### src/rtl/boot_loader_seq.sv
// ---------------------------------------------------------------------------
// boot_loader_seq
//
// Boot sequencer sitting behind the secure boot ROM. After reset it starts the
// ROM hash check, waits for the hash to pass, verifies the boot signature in
// ROM word 0, copies ROM words 1..COPY_WORDS into instruction memory and only
// then releases the RISC-V core from reset at BOOT_PC. Any failure parks the
// sequencer in FAIL with the core held in reset until the next rst_n.
//
// Ports:
//   clk, rst_n         system clock, asynchronous active-low reset
//   rom_cs/rom_read_en ROM read strobe (address presented this cycle,
//                      rom_data valid the next cycle)
//   rom_addr           ROM byte address (word index << 2)
//   rom_data           registered ROM read data
//   rom_hash_valid     ROM hash check passed (sampled only while waiting)
//   rom_boot_ready     informational, not used for sequencing
//   imem_we/addr/wdata IMEM write request, held until imem_ready
//   imem_ready         IMEM accepts a write when imem_we && imem_ready
//   core_rst_n         core reset, active-low
//   boot_pc            core reset vector (constant BOOT_PC)
//   boot_done          sticky success flag
//   boot_fail          sticky failure flag
//   fail_code          0 none, 1 hash timeout, 2 bad signature
// ---------------------------------------------------------------------------
module boot_loader_seq #(
  parameter int unsigned COPY_WORDS     = 16,
  parameter int unsigned TIMEOUT_CYCLES = 1024,
  parameter logic [31:0] SIGNATURE      = 32'hCAFE_BABE,
  parameter logic [31:0] IMEM_BASE      = 32'h0000_0000,
  parameter logic [31:0] BOOT_PC        = 32'h0000_0000
) (
  input  logic        clk,
  input  logic        rst_n,
  output logic        rom_cs,
  output logic        rom_read_en,
  output logic [31:0] rom_addr,
  input  logic [31:0] rom_data,
  input  logic        rom_hash_valid,
  input  logic        rom_boot_ready,
  output logic        imem_we,
  output logic [31:0] imem_addr,
  output logic [31:0] imem_wdata,
  input  logic        imem_ready,
  output logic        core_rst_n,
  output logic [31:0] boot_pc,
  output logic        boot_done,
  output logic        boot_fail,
  output logic [1:0]  fail_code
);

  localparam int unsigned         CNT_W    = $clog2(TIMEOUT_CYCLES);
  localparam logic [CNT_W-1:0]    CNT_LAST = CNT_W'(TIMEOUT_CYCLES - 1);
  localparam logic [7:0]          LAST_IDX = 8'(COPY_WORDS);

  typedef enum logic [3:0] {
    IDLE,
    WAIT_HASH,
    SIG_RD,
    SIG_CHK,
    RD,
    CAPT,
    WR,
    RELEASE,
    DONE,
    FAIL
  } state_t;

  state_t           state_q, state_d;
  logic [7:0]       idx_q, idx_d;
  logic [CNT_W-1:0] cnt_q, cnt_d;

  // Next values of the registered outputs.
  logic        rom_rd_d;
  logic [31:0] rom_addr_d;
  logic        imem_we_d;
  logic [31:0] imem_addr_d;
  logic [31:0] imem_wdata_d;
  logic        released_d;
  logic        fail_d;
  logic [1:0]  fail_code_d;

  // The reset vector never changes, so it needs no register.
  assign boot_pc = BOOT_PC;

  // rom_boot_ready is purely informational and does not steer the sequence.
  logic unused_boot_ready;
  assign unused_boot_ready = rom_boot_ready;

  always_comb begin
    // NOTE: every signal written here gets a default first so no path can
    // leave it unassigned and infer a latch.
    state_d      = state_q;
    idx_d        = idx_q;
    cnt_d        = cnt_q;
    fail_code_d  = fail_code;
    rom_addr_d   = rom_addr;
    imem_addr_d  = imem_addr;
    imem_wdata_d = imem_wdata;

    case (state_q)
      IDLE: begin
        cnt_d   = '0;
        state_d = WAIT_HASH;
      end
      WAIT_HASH: begin
        // A hash pass on the final allowed cycle still counts as a pass.
        if (rom_hash_valid) begin
          cnt_d   = '0;
          state_d = SIG_RD;
        end else if (cnt_q == CNT_LAST) begin
          fail_code_d = 2'd1;
          state_d     = FAIL;
        end else begin
          cnt_d = cnt_q + 1'b1;
        end
      end
      SIG_RD: state_d = SIG_CHK;
      SIG_CHK: begin
        if (rom_data == SIGNATURE) begin
          idx_d   = 8'd1;
          state_d = RD;
        end else begin
          fail_code_d = 2'd2;
          state_d     = FAIL;
        end
      end
      RD: state_d = CAPT;
      CAPT: begin
        // imem_wdata doubles as the write buffer: it holds until acceptance.
        imem_wdata_d = rom_data;
        imem_addr_d  = IMEM_BASE + {22'd0, idx_q - 8'd1, 2'b00};
        state_d      = WR;
      end
      WR: begin
        if (imem_ready) begin
          if (idx_q == LAST_IDX) begin
            state_d = RELEASE;
          end else begin
            idx_d   = idx_q + 8'd1;
            state_d = RD;
          end
        end
      end
      RELEASE: state_d = DONE;
      DONE:    state_d = DONE;
      FAIL:    state_d = FAIL;
      default: state_d = IDLE;
    endcase

    // Outputs are decoded from the next state and registered, so each state
    // sees its own output values during the cycle it occupies.
    rom_rd_d = (state_d == WAIT_HASH) || (state_d == SIG_RD) || (state_d == RD);
    if ((state_d == WAIT_HASH) || (state_d == SIG_RD)) begin
      rom_addr_d = '0;
    end else if (state_d == RD) begin
      rom_addr_d = {22'd0, idx_d, 2'b00};
    end
    imem_we_d  = (state_d == WR);
    released_d = (state_d == RELEASE) || (state_d == DONE);
    fail_d     = (state_d == FAIL);
  end

  // NOTE: sequential state uses non-blocking assignments so every register
  // samples pre-edge values regardless of evaluation order.
  always_ff @(posedge clk or negedge rst_n) begin
    if (!rst_n) begin
      state_q     <= IDLE;
      idx_q       <= '0;
      cnt_q       <= '0;
      rom_cs      <= 1'b0;
      rom_read_en <= 1'b0;
      rom_addr    <= '0;
      imem_we     <= 1'b0;
      imem_addr   <= '0;
      imem_wdata  <= '0;
      core_rst_n  <= 1'b0;
      boot_done   <= 1'b0;
      boot_fail   <= 1'b0;
      fail_code   <= 2'd0;
    end else begin
      state_q     <= state_d;
      idx_q       <= idx_d;
      cnt_q       <= cnt_d;
      rom_cs      <= rom_rd_d;
      rom_read_en <= rom_rd_d;
      rom_addr    <= rom_addr_d;
      imem_we     <= imem_we_d;
      imem_addr   <= imem_addr_d;
      imem_wdata  <= imem_wdata_d;
      core_rst_n  <= released_d;
      boot_done   <= released_d;
      boot_fail   <= fail_d;
      fail_code   <= fail_code_d;
    end
  end

endmodule
### config.mk
export PLATFORM = sky130hd
export DESIGN_NAME = boot_loader_seq
export DESIGN_NICKNAME = d
export VERILOG_FILES = /design/src/rtl/boot_loader_seq.sv
export SDC_FILE = /design/constraint.sdc
export NUM_CORES = 1
export LEC_CHECK = 0
export ABC_AREA = 1
export CORE_UTILIZATION = 45
export CTS_BUF_LIST = sky130_fd_sc_hd__clkbuf_4 sky130_fd_sc_hd__clkbuf_8
export DETAILED_ROUTE_END_ITERATION = 8
export GPL_ROUTABILITY_DRIVEN = 0
export PLACE_DENSITY = 0.89
export SYNTH_ARGS = -nofsm -noshare
export SYNTH_HDL_FRONTEND = slang
export SYNTH_SLANG_ARGS = --single-unit
### constraint.sdc
create_clock -name clk -period 4.7 [get_ports clk]
set_input_delay 0.94 -clock clk [delete_from_list [all_inputs] [get_ports clk]]
set_output_delay 0.94 -clock clk [all_outputs]
set_load 0.01 [all_outputs]
==> tab_implementation.tex <==
\begin{tabular}{lr}
\hline
Metric & Value \\
\hline
\multicolumn{2}{l}{\textbf{Status}} \\
Run status & finished, final reports clean \\
\multicolumn{2}{l}{\textbf{Global route}} \\
Vias in the first global route & roughly 3200 \\
Overall Global Routing Usage & 19.1\% \\
Pin count of the biggest net entering global routing & 77 \\
Initial antenna violation count & 0 \\
Global route total overflow & 0 \\
Wire length of the first global-routing pass & between 15000 and 20000 um \\
\multicolumn{2}{l}{\textbf{Timing}} \\
Fin. max-slew vios & 0 \\
Setup TNS Final & 0 ns \\
Transition at the pin with the smallest max-transition slack & slightly above 0.9 ns \\
Largest clock skew in the final design & $\sim$0.0090 ns \\
Worst hold slack & around 0.48 ns \\
Final cycle utilization of the critical path & a little under three fifths \\
Setup repair after global routing missed its margin & false \\
Worst slew margin relative to its limit & a little under two fifths \\
Time the worst path needs with I/O delays and setup & between 2 and 3 ns \\
Final Hold Violating Endpoints & 0 \\
Fmax & between 300 and 400 MHz \\
Setup-violating endpoint count in the final report & 0 \\
\multicolumn{2}{l}{\textbf{Cells and area}} \\
Final antenna diode count & 0 \\
Total non-filler cell area in the finished layout & slightly above 5000 um\^{}2 \\
Proportion of layout cells with a drive suffix above 1 & slightly above 7\% \\
Area added between synthesis and finish & 20.7\% \\
Net count of the finished layout & approximately 670 \\
Final instance count without filler cells & $\sim$760 \\
\multicolumn{2}{l}{\textbf{Worst setup path}} \\
CP Capture Point & rom\_addr[7] \\
Worst Setup End Kind & flop \\
CP startpoint kind & input pin \\
Max FO, Critical Path & 11 \\
Worst r2r dst & imem\_wdata[6] \\
Worst R2R Path Depth & 5 \\
Data required, critical path & between 4 and 5 ns \\
Setup crit start & rom\_data[18] \\
Critical path start-end classification & in -> reg \\
Reg2reg start & state\_q[0] \\
Slack of the worst reg-to-reg path & between 2 and 3 ns \\
Data arrival time of the critical path & 2.86 ns \\
\multicolumn{2}{l}{\textbf{Synth}} \\
Synth top area cells & dfrtp\_1, nand2\_1, buf\_4 \\
Most common library cells after synthesis & nand2\_1, buf\_4, dfrtp\_1, nor2\_1, inv\_1 \\
Mean area per synthesized cell & 7.92 um\^{}2 \\
Synth Flop Type & dfrtp\_1 \\
Cell type contributing the most total cell area after synthesis & dfrtp\_1 \\
Number of instances in the synthesized netlist & 542 \\
Top cell type's share of synthesized area & 44.3\% \\
Total number of yosys warnings & 0 \\
Proportion of synthesized chip area in sequential cells & 44.3\% \\
Cell area after synthesis & 4290 um\^{}2 \\
Most repeated cell in the gate-level netlist after synthesis & nand2\_1 \\
Proportion of synthesized flip-flops having asynchronous set or reset & 100\% \\
Distinct cells, synth & 39 \\
FF+latch count, synth & 76 \\
Number of synthesized flops with an enable pin & 0 \\
\multicolumn{2}{l}{\textbf{Run}} \\
MaxCap Viol Count & 0 \\
\multicolumn{2}{l}{\textbf{Drt}} \\
DRT antenna net count & 0 \\
DRC errors left & 0 \\
Overall via count from detail\_route & around 3400 \\
Post-DR vias/cell & 4.53 \\
Routed wire length per instance & roughly 12 um \\
Total iterations of the first detailed-routing run & 5 \\
Initial DRC count & around 190 \\
Final WL & $\sim$9000 um \\
\multicolumn{2}{l}{\textbf{Place}} \\
Instance area at placement & 4980 um\^{}2 \\
Placed wire-length estimate & 6800 um \\
Port Buffers & 91 \\
Total instance count after detailed placement & about 750 \\
\multicolumn{2}{l}{\textbf{Clocking}} \\
Sinks on the clock net & between 70 and 80 \\
Clock transition at the registers of the reported paths & 0.08 ns \\
CTS Hold Buffers Added & 0 \\
CTS tree & done \\
H-tree depth reported by CTS & 3 \\
Clock latency on the worst-skew pair & $\sim$0.34 ns \\
Maximum count of clock buffers along a single path & 2 \\
Number of buffers created by CTS & 9 \\
Resized Gates After CTS & 0 \\
Setup Buffers After CTS & 0 \\
Master cell of the clock root buffer & clkbuf\_8 \\
\multicolumn{2}{l}{\textbf{Worst hold path}} \\
Path class of the lowest-slack min-delay path & reg -> reg \\
\multicolumn{2}{l}{\textbf{Die}} \\
Horizontal extent of the die & 99.7 um \\
Effective utilization at floorplan & 46.5\% \\
I/O pin total & between 150 and 200 \\
Core outline area & approximately 9200 um\^{}2 \\
Total die area & between 9000 and 10000 um\^{}2 \\
Die Y-Extent & between 90 and 100 um \\
Core Rows & 35 \\
\multicolumn{2}{l}{\textbf{Pwr}} \\
Max rail drop VDD & between 0.0002 and 0.00025 V \\
Leakage power total & around 0.0026 uW \\
Total power density per cell area & about 440 nW/um\^{}2 \\
\hline
\end{tabular}
cell usage in the layout, fill, tap and decap left out, types with 7 or more instances in the layout:
| master | count |
|---|---|
| clkdlybuf4s50_1 | 90 |
| inv_1 | 34 |
| a21oi_1 | 7 |
| nand3_1 | 30 |
| inv_2 | 8 |
| clkbuf_8 | 11 |
| nand2_1 | 178 |
| dfrtp_1 | 76 |
| conb_1 | 80 |
| o21ai_0 | 21 |
| nor2_1 | 40 |
logic make-up after synthesis:
| logic type | Yosys count | share of synthesized area, % |
|---|---|---|
| buf+inv | 140 | 19.9 |
| fa+ha+maj | 4 | 1.17 |
| compound gates | 42 | 6.03 |
| flops | 76 | 44.3 |
| simple gates | 273 | 27.3 |
| xor+xnor | 6 | 1.22 |
| other cells | 1 | 0.0873 |
state kept, by name, summed over array words and instances, names as in the netlist:
register,flops
boot_done,1
imem_wdata,32
state_q,4
boot_fail,1
fail_code,2
idx_q,8
imem_addr,8
cnt_q,10
imem_we,1
rom_addr,8
rom_read_en,1
power by group:
group          total (uW)  leakage, uW  switching [uW]  internal, uW
logic                 895      0.00159             514           380
clock network         503     0.000105             232           271
registers             887     0.000909            95.3           792
area by class of cell:
cell class | instances | area (um^2)
clock buffers | 11 | 151
clock inverters | 4 | 48.8
fillers | 855 | 4060
inverters | 44 | 168
multi-input cells | 405 | 1840
flip-flops and latches | 76 | 1900
well taps | 129 | 161
repair buffers | 92 | 916
worst min path at each step:
stage                      to  cells past startpoint  slack, ns      startpoint
2_1_floorplan        cnt_q[0]                      1       0.47        cnt_q[0]
3_3_place_gp    imem_wdata[5]                      2       0.46   imem_wdata[5]
6_report       imem_wdata[23]                      2       0.48  imem_wdata[23]
4_1_cts        imem_wdata[23]                      2       0.48  imem_wdata[23]
5_1_grt        imem_wdata[18]                      2       0.49  imem_wdata[18]
3_5_place_dp   imem_wdata[23]                      2       0.46  imem_wdata[23]
critical path: stages:
cell and delay [ns]:
clkdlybuf4s50_1 0.49, nand2_1 0.07, nor2_1 0.13, nand2_1 0.06
nor2_1 0.18, nand3_2 0.13, nand2_1 0.33, nand4_2 0.30
nand3_1 0.15, nand2_1 0.06
routing by layer:
| metal | up-vias | share of wire (%) | track usage (%) |
|---|---|---|---|
| met5 | - | 0 | 0 |
| met4 | 0 | 1.4 | 7.35 |
| met3 | 11 | 4.8 | 4.57 |
| met2 | 110 | 52 | 33.4 |
| met1 | 1631 | 42 | 22.6 |
| li1 | 1697 | - | - |
per-stage QoR:
step           util, %  total power (uW)  worst slack, ns
2_1_floorplan        -              1460             2.65
3_3_place_gp      53.9              1750             1.78
3_5_place_dp      53.9              1790             1.74
4_1_cts           56.1              2300             2.11
5_1_grt           56.1              2450             1.84
6_report          56.1              2280             2.08
(Power assumes the default switching activity.)
